[src/rtl/fp_mul_arbiter_pkg.sv]
// Shared types for the FP multiplier arbiter: opcodes, operand width and the in-flight tag record.
package fp_mul_arbiter_pkg;

  localparam int FP_WIDTH      = 32;
  localparam int OP_WIDTH      = 6;
  localparam int MAX_TAG_WIDTH = 3;

  localparam logic [OP_WIDTH-1:0] OP_FMUL = 6'h22;
  localparam logic [OP_WIDTH-1:0] OP_ITOF = 6'h2a;

  typedef struct packed {
    logic                     valid;
    logic [MAX_TAG_WIDTH-1:0] tag;
  } arb_tag_t;

endpackage

[src/rtl/fp_mul_arbiter_if.sv]
// Requester and multiplier bus of the FP multiplier arbiter; slave is the arbiter side.
interface fp_mul_arbiter_if
  import fp_mul_arbiter_pkg::*;
#(
  parameter int NUM_REQUESTERS = 4
);

  logic [NUM_REQUESTERS-1:0]          req_valid;
  logic [OP_WIDTH*NUM_REQUESTERS-1:0] req_operation;
  logic [FP_WIDTH*NUM_REQUESTERS-1:0] req_operand1;
  logic [FP_WIDTH*NUM_REQUESTERS-1:0] req_operand2;
  logic [NUM_REQUESTERS-1:0]          req_ready;
  logic                               mul_valid_o;
  logic [OP_WIDTH-1:0]                mul_operation_o;
  logic [FP_WIDTH-1:0]                mul_operand1_o;
  logic [FP_WIDTH-1:0]                mul_operand2_o;
  logic [FP_WIDTH-1:0]                mul_result_i;
  logic [NUM_REQUESTERS-1:0]          resp_valid;
  logic [FP_WIDTH-1:0]                resp_result;

  modport slave (
    input  req_valid, req_operation, req_operand1, req_operand2, mul_result_i,
    output req_ready, mul_valid_o, mul_operation_o, mul_operand1_o, mul_operand2_o,
    output resp_valid, resp_result
  );

  modport master (
    output req_valid, req_operation, req_operand1, req_operand2, mul_result_i,
    input  req_ready, mul_valid_o, mul_operation_o, mul_operand1_o, mul_operand2_o,
    input  resp_valid, resp_result
  );

endinterface

[src/rtl/fp_mul_arbiter_rr_arbiter.sv]
// Round-robin arbiter: first set request at or above rr_ptr (wrapping), pointer moves past the winner.
module fp_mul_arbiter_rr_arbiter #(
  parameter int NUM_REQUESTERS = 4,
  parameter int TAG_WIDTH      = $clog2(NUM_REQUESTERS)
) (
  input  logic                      clk,
  input  logic                      reset,
  input  logic [NUM_REQUESTERS-1:0] req_i,
  input  logic                      update_en_i,
  output logic [NUM_REQUESTERS-1:0] grant_o,
  output logic [TAG_WIDTH-1:0]      grant_idx_o,
  output logic                      grant_vld_o
);

  logic [TAG_WIDTH-1:0]        rr_ptr_q, rr_ptr_d;
  logic [2*NUM_REQUESTERS-1:0] req_rot;
  int                          off;
  int                          sum;
  int                          nxt;

  always_comb begin
    grant_o     = '0;
    grant_idx_o = '0;
    grant_vld_o = 1'b0;
    rr_ptr_d    = rr_ptr_q;
    off         = 0;
    sum         = 0;
    nxt         = 0;
    // Doubling the vector turns the wrap-around search into a plain lowest-bit search.
    req_rot = {req_i, req_i} >> rr_ptr_q;
    for (int i = 0; i < NUM_REQUESTERS; i++) begin
      if (!grant_vld_o && req_rot[i]) begin
        grant_vld_o = 1'b1;
        off         = i;
      end
    end
    sum = int'(rr_ptr_q) + off;
    if (sum >= NUM_REQUESTERS) sum = sum - NUM_REQUESTERS;
    nxt = sum + 1;
    if (nxt == NUM_REQUESTERS) nxt = 0;
    if (grant_vld_o) begin
      grant_idx_o = TAG_WIDTH'(sum);
      rr_ptr_d    = TAG_WIDTH'(nxt);
    end
    for (int j = 0; j < NUM_REQUESTERS; j++) begin
      grant_o[j] = grant_vld_o && (grant_idx_o == TAG_WIDTH'(j));
    end
  end

  always_ff @(posedge clk) begin
    if (reset) begin
      rr_ptr_q <= '0;
    end else if (update_en_i) begin
      rr_ptr_q <= rr_ptr_d;
    end
  end

endmodule

[src/rtl/fp_mul_arbiter.sv]
// Shares one fixed-latency FP multiplier among NUM_REQUESTERS ports and routes results back by tag.
// Optional FP_MUL_ARB_PERF_EN adds issue and conflict performance counters.
module fp_mul_arbiter
  import fp_mul_arbiter_pkg::*;
#(
  parameter int NUM_REQUESTERS = 4,
  parameter int MUL_LATENCY    = 4,
  parameter int TAG_WIDTH      = $clog2(NUM_REQUESTERS)
) (
  input  logic                  clk,
  input  logic                  reset,
  fp_mul_arbiter_if.slave       bus
`ifdef FP_MUL_ARB_PERF_EN
  ,
  output logic [31:0]           perf_issue_count,
  output logic [31:0]           perf_conflict_count
`endif
);

  logic [NUM_REQUESTERS-1:0] busy_q, busy_d;
  logic [NUM_REQUESTERS-1:0] eligible;
  logic [NUM_REQUESTERS-1:0] grant;
  logic [NUM_REQUESTERS-1:0] resp_valid;
  logic [TAG_WIDTH-1:0]      grant_idx;
  logic                      grant_vld;
  arb_tag_t                  issue_q;
  arb_tag_t                  tag_pipe_q [MUL_LATENCY];
  logic [OP_WIDTH-1:0]       mul_op_q, mul_op_d;
  logic [FP_WIDTH-1:0]       mul_a_q, mul_a_d;
  logic [FP_WIDTH-1:0]       mul_b_q, mul_b_d;

  // A response frees its requester in the same cycle, allowing reissue right away.
  always_comb begin
    resp_valid = '0;
    for (int i = 0; i < NUM_REQUESTERS; i++) begin
      resp_valid[i] = !reset && tag_pipe_q[MUL_LATENCY-1].valid &&
                      (tag_pipe_q[MUL_LATENCY-1].tag == MAX_TAG_WIDTH'(i));
    end
  end

  assign eligible = bus.req_valid & ~(busy_q & ~resp_valid) & {NUM_REQUESTERS{~reset}};
  assign busy_d   = (busy_q & ~resp_valid) | grant;

  fp_mul_arbiter_rr_arbiter #(
    .NUM_REQUESTERS (NUM_REQUESTERS),
    .TAG_WIDTH      (TAG_WIDTH)
  ) u_rr_arbiter (
    .clk         (clk),
    .reset       (reset),
    .req_i       (eligible),
    .update_en_i (grant_vld),
    .grant_o     (grant),
    .grant_idx_o (grant_idx),
    .grant_vld_o (grant_vld)
  );

  always_comb begin
    mul_op_d = mul_op_q;
    mul_a_d  = mul_a_q;
    mul_b_d  = mul_b_q;
    for (int i = 0; i < NUM_REQUESTERS; i++) begin
      if (grant[i]) begin
        mul_op_d = bus.req_operation[i*OP_WIDTH +: OP_WIDTH];
        mul_a_d  = bus.req_operand1[i*FP_WIDTH +: FP_WIDTH];
        mul_b_d  = bus.req_operand2[i*FP_WIDTH +: FP_WIDTH];
      end
    end
  end

  // issue_q is the multiplier input stage; the tag pipe then covers MUL_LATENCY cycles.
  always_ff @(posedge clk) begin
    if (reset) begin
      issue_q  <= '0;
      mul_op_q <= '0;
      mul_a_q  <= '0;
      mul_b_q  <= '0;
      busy_q   <= '0;
      for (int s = 0; s < MUL_LATENCY; s++) tag_pipe_q[s] <= '0;
    end else begin
      issue_q       <= '{valid: grant_vld, tag: MAX_TAG_WIDTH'(grant_idx)};
      mul_op_q      <= mul_op_d;
      mul_a_q       <= mul_a_d;
      mul_b_q       <= mul_b_d;
      busy_q        <= busy_d;
      tag_pipe_q[0] <= issue_q;
      for (int s = 1; s < MUL_LATENCY; s++) tag_pipe_q[s] <= tag_pipe_q[s-1];
    end
  end

  assign bus.req_ready       = grant;
  assign bus.mul_valid_o     = issue_q.valid;
  assign bus.mul_operation_o = mul_op_q;
  assign bus.mul_operand1_o  = mul_a_q;
  assign bus.mul_operand2_o  = mul_b_q;
  assign bus.resp_valid      = resp_valid;
  assign bus.resp_result     = bus.mul_result_i;

`ifdef FP_MUL_ARB_PERF_EN
  logic [31:0] perf_issue_q;
  logic [31:0] perf_conflict_q;
  logic        conflict;

  assign conflict = $countones(eligible) > 1;

  always_ff @(posedge clk) begin
    if (reset) begin
      perf_issue_q    <= '0;
      perf_conflict_q <= '0;
    end else begin
      perf_issue_q    <= perf_issue_q + 32'(grant_vld);
      perf_conflict_q <= perf_conflict_q + 32'(conflict);
    end
  end

  assign perf_issue_count    = perf_issue_q;
  assign perf_conflict_count = perf_conflict_q;
`endif

endmodule

[src/flat_wrapper.sv]
// flat-port wrapper written by rule: the top's interface ports become plain ports
module fp_mul_arbiter_flat import fp_mul_arbiter_pkg::*;
#(
  parameter int NUM_REQUESTERS = 4,
  parameter int MUL_LATENCY    = 4,
  parameter int TAG_WIDTH      = $clog2(NUM_REQUESTERS)
)
  (clk, reset, bus_req_valid, bus_req_operation, bus_req_operand1, bus_req_operand2, bus_mul_result_i, bus_req_ready, bus_mul_valid_o, bus_mul_operation_o, bus_mul_operand1_o, bus_mul_operand2_o, bus_resp_valid, bus_resp_result);
  fp_mul_arbiter_if #(.NUM_REQUESTERS(NUM_REQUESTERS)) bus_i ();
  input  logic clk;
  input  logic reset;
  input wire logic [$bits(bus_i.req_valid)-1:0] bus_req_valid;
  input wire logic [$bits(bus_i.req_operation)-1:0] bus_req_operation;
  input wire logic [$bits(bus_i.req_operand1)-1:0] bus_req_operand1;
  input wire logic [$bits(bus_i.req_operand2)-1:0] bus_req_operand2;
  input wire logic [$bits(bus_i.mul_result_i)-1:0] bus_mul_result_i;
  output wire logic [$bits(bus_i.req_ready)-1:0] bus_req_ready;
  output wire logic [$bits(bus_i.mul_valid_o)-1:0] bus_mul_valid_o;
  output wire logic [$bits(bus_i.mul_operation_o)-1:0] bus_mul_operation_o;
  output wire logic [$bits(bus_i.mul_operand1_o)-1:0] bus_mul_operand1_o;
  output wire logic [$bits(bus_i.mul_operand2_o)-1:0] bus_mul_operand2_o;
  output wire logic [$bits(bus_i.resp_valid)-1:0] bus_resp_valid;
  output wire logic [$bits(bus_i.resp_result)-1:0] bus_resp_result;
  assign bus_i.req_valid = bus_req_valid;
  assign bus_i.req_operation = bus_req_operation;
  assign bus_i.req_operand1 = bus_req_operand1;
  assign bus_i.req_operand2 = bus_req_operand2;
  assign bus_i.mul_result_i = bus_mul_result_i;
  assign bus_req_ready = bus_i.req_ready;
  assign bus_mul_valid_o = bus_i.mul_valid_o;
  assign bus_mul_operation_o = bus_i.mul_operation_o;
  assign bus_mul_operand1_o = bus_i.mul_operand1_o;
  assign bus_mul_operand2_o = bus_i.mul_operand2_o;
  assign bus_resp_valid = bus_i.resp_valid;
  assign bus_resp_result = bus_i.resp_result;
  fp_mul_arbiter #(.NUM_REQUESTERS(NUM_REQUESTERS), .MUL_LATENCY(MUL_LATENCY), .TAG_WIDTH(TAG_WIDTH)) u_core (.clk(clk), .reset(reset), .bus(bus_i));
endmodule
[config.mk]
export PLATFORM = sky130hd
export DESIGN_NAME = fp_mul_arbiter_flat
export DESIGN_NICKNAME = d
export VERILOG_FILES = /design/src/rtl/fp_mul_arbiter_pkg.sv /design/src/rtl/fp_mul_arbiter_if.sv /design/src/rtl/fp_mul_arbiter_rr_arbiter.sv /design/src/rtl/fp_mul_arbiter.sv /design/src/flat_wrapper.sv
export SDC_FILE = /design/constraint.sdc
export NUM_CORES = 1
export LEC_CHECK = 0
export BUFFER_PORTS_ARGS = -buffer_cell sky130_fd_sc_hd__buf_2
export CAP_MARGIN = 5
export CORE_AREA = 2 2 164 166
export CTS_BUF_LIST = sky130_fd_sc_hd__clkbuf_2
export DETAILED_ROUTE_END_ITERATION = 8
export DIE_AREA = 0 0 166 168
export PLACE_DENSITY = 0.51
export SYNTH_ARGS = -nofsm -noshare
export SYNTH_HDL_FRONTEND = slang
export SYNTH_SLANG_ARGS = --single-unit
[constraint.sdc]
create_clock -name clk -period 8.6 [get_ports clk]
set_clock_uncertainty 0.1 [all_clocks]
set_input_delay 0.43 -clock clk [delete_from_list [all_inputs] [get_ports clk]]
set_output_delay 0.43 -clock clk [all_outputs]
set_load 0.1 [all_outputs]
Word-level counts from Yosys, hierarchy flattened:

Memory sizes are Yosys's and may differ from the RTL's.
Index checks and enable logic that the tools add are counted.

* memory bits (writable): 16
* flip-flop bits (word level): 80
* memories kept: 1
* output and inout port bits: 111

* add/subtract/negate cells: 3
* magnitude comparators: 1
* equal/unequal tests: 7
* bitwise logic cells: 11
* reductions and logical operators: 19
* multiplexer cells: 29
* shift operators: 1

Memories
* u_core.tag_pipe_q: depth 4, width 4, read ports 4, clocked after memory_dff 0, wr ports 4, RTL line fp_mul_arbiter.sv:27 `arb_tag_t tag_pipe_q [MUL_LATENCY];`

Operator list (count)
* $mux 32: 11
* $add 3x32->32: 1
* $add 32x2->32 const B: 1
* $eq 32x4->1 const B: 1
* $ge 32x4->1 const B: 1
* $sub 32x4->32 const B: 1
* $mux 6: 4
* $mux 4: 4
* $and 4x4->4: 3
* $logic_and 1x1->1: 12
* $mux 1: 8
* $not 4->4: 2
* $shr 8x2->4: 1
* $eq 3x2->1 const B: 2
* $eq 2x2->1 const B: 2
* $logic_not 1->1: 4
* $mux 2: 2
* $or 1x1->1: 4
* $or 4x4->4: 1
* $reduce_bool 4->1: 1
* $eq 3x1->1 const B: 1
* $logic_not 3->1: 1
* $eq 2x1->1 const B: 1
* $logic_not 2->1: 1
* $not 1->1: 1

Depth between registers and ports, before layout:

Gate-level depths: netlist of the first run.

* depth in word-level cells: 29
* depth in mapped cells: 17
* depth with buffers taken out: 13

Hierarchy:

A second synthesis of the first run with hierarchy kept.

* cells, all modules: 547
* area, all modules: 4943.5 µm²

By module, submodules not included
* fp_mul_arbiter: cells each 494, times used 1, area each 4583.1 µm²
* fp_mul_arbiter_rr_arbiter: cells each 53, times used 1, area each 360.3 µm²

Worst setup path before layout of the first run:

No wires, ideal clock.

* path type: reg-to-output
* from: memory u_core.tag_pipe_q[3][1] in the netlist's numbering
* to: output port bus_req_ready[3]
* stages on the path, launching flop included: 13
* slack: 4.466 ns
* required time: 8.070 ns
* arrival time: 3.604 ns
* path buffers: 2
* cells stage by stage: dfxtp_1 -> buf_2 -> or3b_1 -> a211o_1 -> a311oi_1 -> o21ai_0 -> ha_1 -> xnor2_1 -> o21ai_2 -> buf_2 -> nand2_1 -> nand2_1 -> inv_1

RTL lines
* start, declared: RTL line fp_mul_arbiter.sv:27
* end, declared: RTL line flat_wrapper.sv:17 `output wire logic [$bits(bus_i.req_ready)-1:0] bus_req_ready;`

==> run summary, run 1 <==
DIE AREA - 0.0279 mm2
Largest net degree at the start of global routing - 68
Routed len/inst - 18.4 um
Worst Path Required - 8.07 ns
Synth Warn # - 0
Status - complete, no violations
First-pass GRT wire length - 37.6 mm
CTS Buf Count - 9
Max-slew headroom - 27.0%
DP Area - 0.00753 mm2
Num ports - 429
Peak Freq - 155 MHz
Crit path time final - 6.44 ns
CP dominant cell by count - nand2_1
Starting Density - 21.7%
Detailed Place HPWL - 18.4 mm
Setup ws final - 2.16 ns
FF+latch count, synth - 91
Pins over their slew limit - 0
CP Class - flop to primary output
Post-synth EDFFs - 0
H-tree Lvls - 3
Synthesized Nets - 976
Die height - 168 um
IO Port Bufs - 364
Post-DRT Antenna Nets - 0
Critical path cell sequence - nand3b_1 -> a211oi_1 -> a311oi_1 -> o21ai_0 -> ha_4 -> xor2_1 -> nand3_4 -> nand2_1 -> nand2_1 -> inv_1 -> buf_2
Final Hold Fails - 0
Mapped Cells - 657
Chip Width - 166 um
Final non-filler cell area - 0.00855 mm2
Post-synthesis sequential area ratio - 31.8%
Clk root buf - clkbuf_2
Vias in the first global route - 6593
Fin Hold WS - 0.0812 ns
GR Overflow Total - 0
Initial antenna violation count - 3
GRT Resource Usage Total - 17.1%
Post-placement setup slack - 2.58 ns
Syn_area_per_cell - 8.72 um2
Detailed Route Iter0 Violations - 418
Worst-skew pair later-pin latency - 0.64 ns
Commonest non-fill, non-tap cell in the layout - buf_2
Final setup fails - 0
CTS Buffer Depth - 2
Distinct cell type count of the synthesized netlist - 48
Top_reg_cell synth - dfxtp_1
Post-CTS setup buffers - 0
Worst path bufs/invs - 2
Slew at the pin with the worst max-slew slack - 1.09 ns
Core area - 0.0264 mm2
Crit start category - flop
RSZ-0062 raised after global routing - false
Clock slew seen by the registers of the worst setup and hold paths - 0.36 ns
Crit path max-delay cell type - nand3_4
Worst-path maximum fanout - 67
Layout cells sized above 1 - 39.8%
Arrival time at the worst endpoint - 5.91 ns
RePlAce Congestion - 0.801
Max-cap violations - 0
Via count - 6713
CTS tree - done
Final period utilization - 74.9%
FFs w/ async S/R, synth - 0%
Rows - 60
Critical Path Max Stage Delay - 0.85 ns
Routed Wire Length - 25.4 mm
Routed vias/inst - 4.87
Cell area after synthesis - 0.00573 mm2
Filler Cell Count - 2789
Setup TNS - 0 ns
P&R area growth vs syn - 49.2%
Final layout net count - 1348
Worst Hold Class - input port to flop
# DRC - 0
Crit path max-delay family - simple AND/OR/NAND/NOR gates
Clock sinks - 91
TritonRoute pass-1 iters - 4
CP endpoint kind - primary output
Most frequent cells in the layout - buf_2 (364), dfxtp_1 (91), dlygate4sd3_1 (89)
-- worst register-to-register path, stage by stage (launching register included) --
cell and delay [ns]:
dfxtp_1 0.52, nand3b_1 0.13, a211oi_1 0.62, a311oi_1 0.17
o21ai_0 0.36, ha_4 0.20, xor2_1 0.61, nand3_4 0.85
and2_4 0.62, nand3_2 0.15, inv_2 0.19, buf_4 0.33
a221o_1 0.43, dlygate4sd3_1 0.55
-- stage by stage --
step / instances / util (%)
3_5_place_dp: 1270 / 28.6
2_1_floorplan: 657 / -
4_1_cts: 1371 / 32.3
5_1_grt: 1378 / 32.4
6_report: 1379 / 32.4
3_3_place_gp: 1270 / 28.6
-- layout make-up --
type / count / area [um2] / share of cell area, %
antenna: 4 / 10.0 / 0.117
clock buffer: 9 / 45.0 / 0.527
clock inverter: 7 / 68.8 / 0.805
inverter: 12 / 46.3 / 0.542
multi-input combinational: 454 / 3360 / 39.3
sequential: 91 / 1820 / 21.3
tap: 341 / 427 / 4.99
timing repair buffer: 461 / 2770 / 32.4
-- cell usage after synthesis (3+ instances only) --
library cell  instances  area (um2)
mux4_2                6         135
and2_1               56         350
nor2_1               21        78.8
clkbuf_1             48         180
o22ai_1               8        50.1
nand2_1               9        33.8
buf_1                 8        30.0
nor2b_1              13        81.3
buf_4                32         240
o211ai_1              8        60.1
buf_2                 7        35.0
mux2i_1              56         561
o221a_2               8        90.1
a21oi_1              14        70.1
dfxtp_1              91        1820
a31oi_1               9        56.3
a221o_1              56         561
inv_1                 9        33.8
a21o_1                7        52.6
nor3b_1               8        60.1
nand4_1              72         450
a211o_1               4        35.0
nand3_1               3        15.0
o21ai_0              68         340
a211oi_1              4        30.0
buf_6                 5        56.3
-- flip-flops by register name, summed over array words and instances, names as in the netlist --
register,flops
u_core.issue_q,2
u_core.bus.mul_operation_o,6
u_core.bus.mul_operand1_o,32
u_core.tag_pipe_q,12
u_core.u_rr_arbiter.rr_ptr_q,2
u_core.bus.mul_valid_o,1
u_core.busy_q,4
u_core.bus.mul_operand2_o,32
-- routing by layer --
layer	track usage [%]	vias to the layer above	part of all wire [%]
met1	21.4	3147	43
met4	3.59	0	0.84
met3	4.04	17	6.8
met2	30.0	302	50
met5	0	-	0
li1	-	3247	-
-- worst paths after layout --
path | from | endpoint | slack (ns) | depth (start not counted)
setup / recovery | u_core.tag_pipe_q[3][0] | bus_req_ready[3] | 2.16 | 11
hold / removal | bus_req_operand2[75] | u_core.bus.mul_operand2_o[11] | 0.08 | 4
setup reg to reg | u_core.tag_pipe_q[3][0] | u_core.bus.mul_operand1_o[10] | 2.67 | 13
hold reg to reg | u_core.tag_pipe_q[0][0] | u_core.tag_pipe_q[1][0] | 0.36 | 1
-- cell families (layout without fill, tap and decap cells) --
group / after synthesis / after routing / synth area share (%)
XOR/XNOR: 3 / 3 / 0.459
AO/OA/AOI/OAI: 196 / 196 / 25.2
AND/OR/NAND/NOR: 192 / 192 / 20.0
flip-flops: 91 / 91 / 31.8
other: 0 / 4 / 0
multiplexers: 62 / 62 / 12.1
buffers and inverters: 112 / 489 / 10.2
adder cells (fa/ha/maj): 1 / 1 / 0.218
-- what timing repair did --
| item | in CTS | in global routing |
|---|---|---|
| gates resized for setup | 0 | 0 |
| hold buffers | 85 | 4 |
| endpoints found under the hold margin | 64 | 3 |
Power of run 1 is left out: the tool's default activity adds up to more than one toggle a clock period on the data nets, which glitch-free logic cannot reach.
==> run 2, diff against run 1 <==
--- a/config.mk
+++ b/config.mk
@@ -5,12 +5,13 @@
 export SDC_FILE = /design/constraint.sdc
 export NUM_CORES = 1
 export LEC_CHECK = 0
+export ABC_AREA = 1
 export BUFFER_PORTS_ARGS = -buffer_cell sky130_fd_sc_hd__buf_2
 export CAP_MARGIN = 5
-export CORE_AREA = 2 2 164 166
+export CORE_AREA = 2 2 168 170
 export CTS_BUF_LIST = sky130_fd_sc_hd__clkbuf_2
 export DETAILED_ROUTE_END_ITERATION = 8
-export DIE_AREA = 0 0 166 168
+export DIE_AREA = 0 0 170 172
 export PLACE_DENSITY = 0.51
 export SYNTH_ARGS = -nofsm -noshare
 export SYNTH_HDL_FRONTEND = slang
==> constraint.sdc (replaced) <==
create_clock -name clk -period 6.3 [get_ports clk]
set_clock_uncertainty 0.1 [all_clocks]
set_input_delay 0.315 -clock clk [delete_from_list [all_inputs] [get_ports clk]]
set_output_delay 0.315 -clock clk [all_outputs]
set_load 0.1 [all_outputs]
==> run 2 against run 1 <==
  * Die area increased by 4.8%
  * Core utilization increased by 1.9 points
  * Worst setup slack got worse by 1.6 ns
  * Critical path type is now input port to flop
  * Critical endpoint is now u_core.bus.mul_operand2_o[8]
  * Largest cell class is now non-clock buffers
==> run summary, run 2 <==
Most frequent cells in the layout - buf_2 (364), nand2_1 (304), nor2_1 (188)
Simple-gate share of the synthesized area - 41.0%
Most frequent cells after synthesis - nand2_1 (304), nor2_1 (188), dfxtp_1 (91)
Post-synth EDFFs - 0
Detailed Place HPWL - 18.3 mm
Distinct cell type count of the synthesized netlist - 28
Clk root buf - clkbuf_2
Hold Crit Endpoint - u_core.tag_pipe_q[2][0]
FFs w/ async S/R, synth - 0%
Initial antenna violation count - 4
Synth Warn # - 0
Clock sinks - 91
Peak Freq - 174 MHz
Synth top area share - 29.9%
Filler Cell Count - 3108
Post-DRT Antenna Nets - 0
First-pass GRT wire length - 38.9 mm
Critical Path Max Stage Delay - 0.57 ns
TritonRoute pass-1 iters - 5
Pins over their slew limit - 0
Largest family of logic cells by synthesized area - simple AND/OR/NAND/NOR gates
CTS Hold Bufs - 151
Syn_area_per_cell - 5.91 um2
Yosys top cell by area - dfxtp_1
Routed Wire Length - 26.0 mm
Worst R2R Path Depth - 22
Final layout net count - 1782
Core area - 0.0275 mm2
Die height - 172 um
Synthesized Nets - 1349
Worst Hold Class - flop to flop
IO Port Bufs - 364
Max-slew headroom - 50.4%
RSZ-0062 raised after global routing - false
Mapped Cells - 1030
Synth Area in Compound Gates - 13.7%
Final setup fails - 0
CP endpoint kind - flop
Crit path time final - 5.74 ns
Detailed Route Iter0 Violations - 391
Status - complete, no violations
Final period utilization - 91.0%
Cell area after synthesis - 0.00609 mm2
Setup TNS - 0 ns
Max-cap violations - 0
Layout cells sized above 1 - 27.9%
Top_reg_cell synth - dfxtp_1
Routed vias/inst - 4.43
CP Class - input port to flop
Via count - 8053
CTS tree - done
Cts repair resizes - 0
DIE AREA - 0.0292 mm2
Slew at the pin with the worst max-slew slack - 0.744 ns
Arrival time at the worst endpoint - 6.23 ns
Crit path max-delay cell type - nand3_2
Adder-Cell Fraction of Synth Area - 0.206%
Final Hold Fails - 0
Reg-to-reg endpoint - u_core.bus.mul_operand2_o[8]
Worst-skew pair later-pin latency - 0.64 ns
P&R area growth vs syn - 54.8%
CTS Buffer Depth - 2
# DRC - 0
Post-synthesis mux area share - 0%
Synth Area in XOR/XNOR - 0.144%
Rows - 61
CTS Buf Count - 9
Post-synthesis sequential area ratio - 29.9%
WHS Path Cells - 2
Starting Density - 22.2%
Largest net degree at the start of global routing - 73
CP dominant cell by count - nand2_1
Vias in the first global route - 7618
Worst-path maximum fanout - 39
Fin Hold WS - 0.306 ns
Clock slew seen by the registers of the worst setup and hold paths - 0.34 ns
Chip Width - 170 um
H-tree Lvls - 3
RePlAce Congestion - 0.902
Critical path cell sequence - dlygate4sd3_1 -> buf_2 -> nor2_2 -> nand2_1 -> nand2_1 -> nand3_1 -> nand3_1 -> nand2_1 -> nand3_1 -> a21oi_1 -> ha_1 -> xor2_1 -> inv_1 -> nand3_4 -> nand3_2 -> buf_4 -> nand2_1 -> nand3_1 -> nand2_1 -> dlygate4sd3_1 -> nand2_1 -> dlygate4sd3_1 -> a21oi_1 -> dlygate4sd3_1
Top post-synthesis cells by area - dfxtp_1 (30%), nand2_1 (19%), nor2_1 (12%), nand3_1 (7.2%), o21ai_0 (6.7%)
Routed len/inst - 14.3 um
Flop2flop setup slack - 0.81 ns
Num ports - 429
GRT Resource Usage Total - 16.9%
Post-CTS setup buffers - 0
GR Overflow Total - 0
FF+latch count, synth - 91
Reg2reg start - u_core.tag_pipe_q[3][3]
Crit start category - input port
Commonest non-fill, non-tap cell in the layout - buf_2
Most common cell in the synthesized netlist - nand2_1
Worst Path Required - 6.79 ns
Hold_sp - u_core.tag_pipe_q[1][0]
==> run 2: changes by cell type in the layout (fill, tap and decap cells not counted), sizes merged, moves of 56 or more <==
cell / change
nand2: +301
nor2: +173
nand3: +85
nand4: -64
dlygate4sd3: +62
inv: +62
and2: -57
a221o: -56
mux2i: -56
==> run 2: worst max path at each step <==
stage,start,end,slack [ns]
after floorplan,reset,bus_req_ready[0],2.75
after global placement,reset,u_core.bus.mul_operation_o[4],2.03
after detailed placement,reset,u_core.bus.mul_operation_o[4],2.01
after CTS,reset,u_core.bus.mul_operand2_o[8],0.70
after global routing,reset,u_core.bus.mul_operand2_o[8],0.17
final,reset,u_core.bus.mul_operand2_o[8],0.56
==> run 2: through the flow <==
step | cell area (um2) | setup slack (ns) | instances | utilization (%)
global placement | 7780 | 2.03 | 1647 | 28.3
CTS | 9410 | 0.703 | 1814 | 34.3
finish | 9420 | 0.565 | 1818 | 34.3
global route | 9420 | 0.172 | 1817 | 34.3
detailed placement | 7780 | 2.01 | 1647 | 28.3
floorplan | 6090 | 2.75 | 1030 | -
==> run 2: kinds of logic after synthesis <==
logic type,after synthesis
xor+xnor,1
simple gates,602
flops,91
compound gates,162
fa+ha+maj,1
buf+inv,173
==> run 2: routing by layer <==
metal / vias up / routed length [um] / GRT usage, %
li1: 4082 / - / -
met1: 3651 / 10700 / 19.1
met2: 285 / 13100 / 31.4
met3: 35 / 1570 / 3.66
met4: 0 / 556 / 5.72
met5: - / 0 / 0
==> run 2: layout make-up <==
cell class                      instances  area (um2)  share of cell area (%)
Timing Repair Buffer                  523        3410                    36.1
Tap cell                              346         433                    4.59
Clock inverter                          7        76.3                   0.810
Multi-Input combinational cell        766        3360                    35.6
Clock buffer                            9        45.0                   0.478
Sequential cell                        91        1820                    19.3
Antenna cell                            4        10.0                   0.106
Inverter                               72         274                    2.91
==> run 2: worst max-delay path: cells and delay by family <==
kind / cells / cell delay (ns)
compound gates: 2 / 0.27
buf+inv: 7 / 3.33
xor+xnor: 1 / 0.28
fa+ha+maj: 1 / 0.17
simple gates: 13 / 1.84
Power of run 2 is left out for the same reason.
==> run 3, diff against run 2 <==
--- a/config.mk
+++ b/config.mk
@@ -8,11 +8,10 @@
 export ABC_AREA = 1
 export BUFFER_PORTS_ARGS = -buffer_cell sky130_fd_sc_hd__buf_2
 export CAP_MARGIN = 5
-export CORE_AREA = 2 2 168 170
-export CTS_BUF_LIST = sky130_fd_sc_hd__clkbuf_2
+export CORE_AREA = 2 2 165 167
 export DETAILED_ROUTE_END_ITERATION = 8
-export DIE_AREA = 0 0 170 172
-export PLACE_DENSITY = 0.51
+export DIE_AREA = 0 0 167 169
+export PLACE_DENSITY = 0.52
 export SYNTH_ARGS = -nofsm -noshare
 export SYNTH_HDL_FRONTEND = slang
 export SYNTH_SLANG_ARGS = --single-unit
==> constraint.sdc (replaced) <==
create_clock -name clk -period 6.3 [get_ports clk]
set_clock_uncertainty 0.1 [all_clocks]
set_input_delay 0.945 -clock clk [delete_from_list [all_inputs] [get_ports clk]]
set_output_delay 0.945 -clock clk [all_outputs]
set_load 0.1 [all_outputs]
==> run 3 against run 2 <==
  * Worst setup slack better by 0.79 ns
  * Global-route usage down 0.89 points
  * Flip-flop and latch count unchanged
  * Critical path type is now input port to primary output
==> run summary, run 3 (synthesized netlist as in run 2, its figures left out) <==
Worst Path Required - 5.25 ns
Diode count - 0
Starting Density - 23.0%
Routed Wire Length - 23.7 mm
Via count - 7302
Start point of the critical path - reset
Filler Cell Count - 3083
Max-slew headroom - 29.4%
Vias in the first global route - 6798
Num ports - 429
Post-DRT Antenna Nets - 0
# DRC - 0
End-of-flow core utilization - 30.4%
Final period utilization - 78.5%
Detailed Route Iter0 Violations - 298
CP endpoint kind - primary output
Clock slew seen by the registers of the worst setup and hold paths - 0.07 ns
Detailed Place HPWL - 17.6 mm
WHS Path Cells - 2
TritonRoute pass-1 iters - 5
Commonest non-fill, non-tap cell in the layout - buf_2
Clock sinks - 91
Cts repair resizes - 0
Largest net degree at the start of global routing - 87
Chip Width - 167 um
Arrival time at the worst endpoint - 3.90 ns
Initial antenna violation count - 0
GRT Resource Usage Total - 16.0%
CP Class - input port to primary output
H-tree Lvls - 3
Status - complete, no violations
Final Hold Fails - 0
RePlAce Congestion - 0.829
Post-CTS setup buffers - 0
Final setup fails - 0
DIE AREA - 0.0282 mm2
Worst Hold Class - flop to flop
Worst-path maximum fanout - 31
Routed vias/inst - 4.41
Rows - 60
Max-cap violations - 0
Most frequent cells in the layout - buf_2 (364), nand2_1 (304), nor2_1 (188)
Die height - 169 um
Peak Freq - 202 MHz
CTS Buffer Depth - 2
Reg2reg start - u_core.tag_pipe_q[3][1]
Routed len/inst - 14.3 um
Hold_sp - u_core.issue_q[1]
CTS Hold Bufs - 0
Flop2flop setup slack - 2.42 ns
Worst-skew pair later-pin latency - 0.35 ns
P&R area growth vs syn - 32.3%
Layout cells sized above 1 - 31.0%
Crit path time final - 4.94 ns
Slew at the pin with the worst max-slew slack - 1.06 ns
Crit start category - input port
Pins over their slew limit - 0
CTS tree - done
First-pass GRT wire length - 36.1 mm
RSZ-0062 raised after global routing - false
Core area - 0.0265 mm2
Worst R2R Path Depth - 21
IO Port Bufs - 364
CTS Buf Count - 9
Clk root buf - clkbuf_16
Setup TNS - 0 ns
GR Overflow Total - 0
Final layout net count - 1630
[run 3: cell types whose count changed in the layout (fill, tap and decap cells not counted)]
cell,before,now
inv_8,3,1
diode_2,4,0
dlygate4sd3_1,151,0
clkinvlp_4,0,1
clkbuf_16,0,9
clkinv_4,1,2
clkbuf_2,9,0
buf_12,1,0
[run 3: final cells by class]
class	count	area, um2	share of cell area [%]
Clock buffer	9	225	2.80
Clock inverter	7	70.1	0.870
Inverter	72	274	3.40
Multi-Input combinational cell	766	3360	41.7
Sequential cell	91	1820	22.6
Tap cell	341	427	5.30
Timing Repair Buffer	371	1870	23.3
[run 3: per-stage QoR]
stage	cells	hold slack, ns	cell area, um2	setup WS [ns]
CTS	1657	0.303	8050	1.38
floorplan	1030	0.288	6090	1.49
global route	1657	0.310	8050	1.09
global placement	1641	0.288	7750	1.41
detailed placement	1641	0.292	7750	1.35
finish	1657	0.301	8050	1.36
[run 3: final timing paths]
path / endpoint
hold / removal: u_core.tag_pipe_q[0][1]
setup / recovery: bus_req_ready[0]
setup reg to reg: u_core.bus.mul_operand2_o[28]
hold reg to reg: u_core.tag_pipe_q[0][1]
[run 3: metal layers]
metal	up-vias	wire length, um	track usage, %
met3	29	1930	5.12
met5	-	0	0
met1	3230	9820	19.2
met4	0	355	3.79
li1	3777	-	-
met2	266	11600	27.8
[run 3: critical path, stage by stage]
cell,delay [ns]
buf_2,0.46
nor2_2,0.13
nand2_1,0.11
nand2_1,0.09
nand3_1,0.12
nand3_1,0.09
nand2_1,0.14
nand3_1,0.09
a21oi_1,0.15
ha_1,0.18
xor2_1,0.29
inv_1,0.12
nand3_4,0.17
nand2_4,0.12
nor2_1,0.21
buf_2,0.48
Power of run 3 is left out for the same reason.
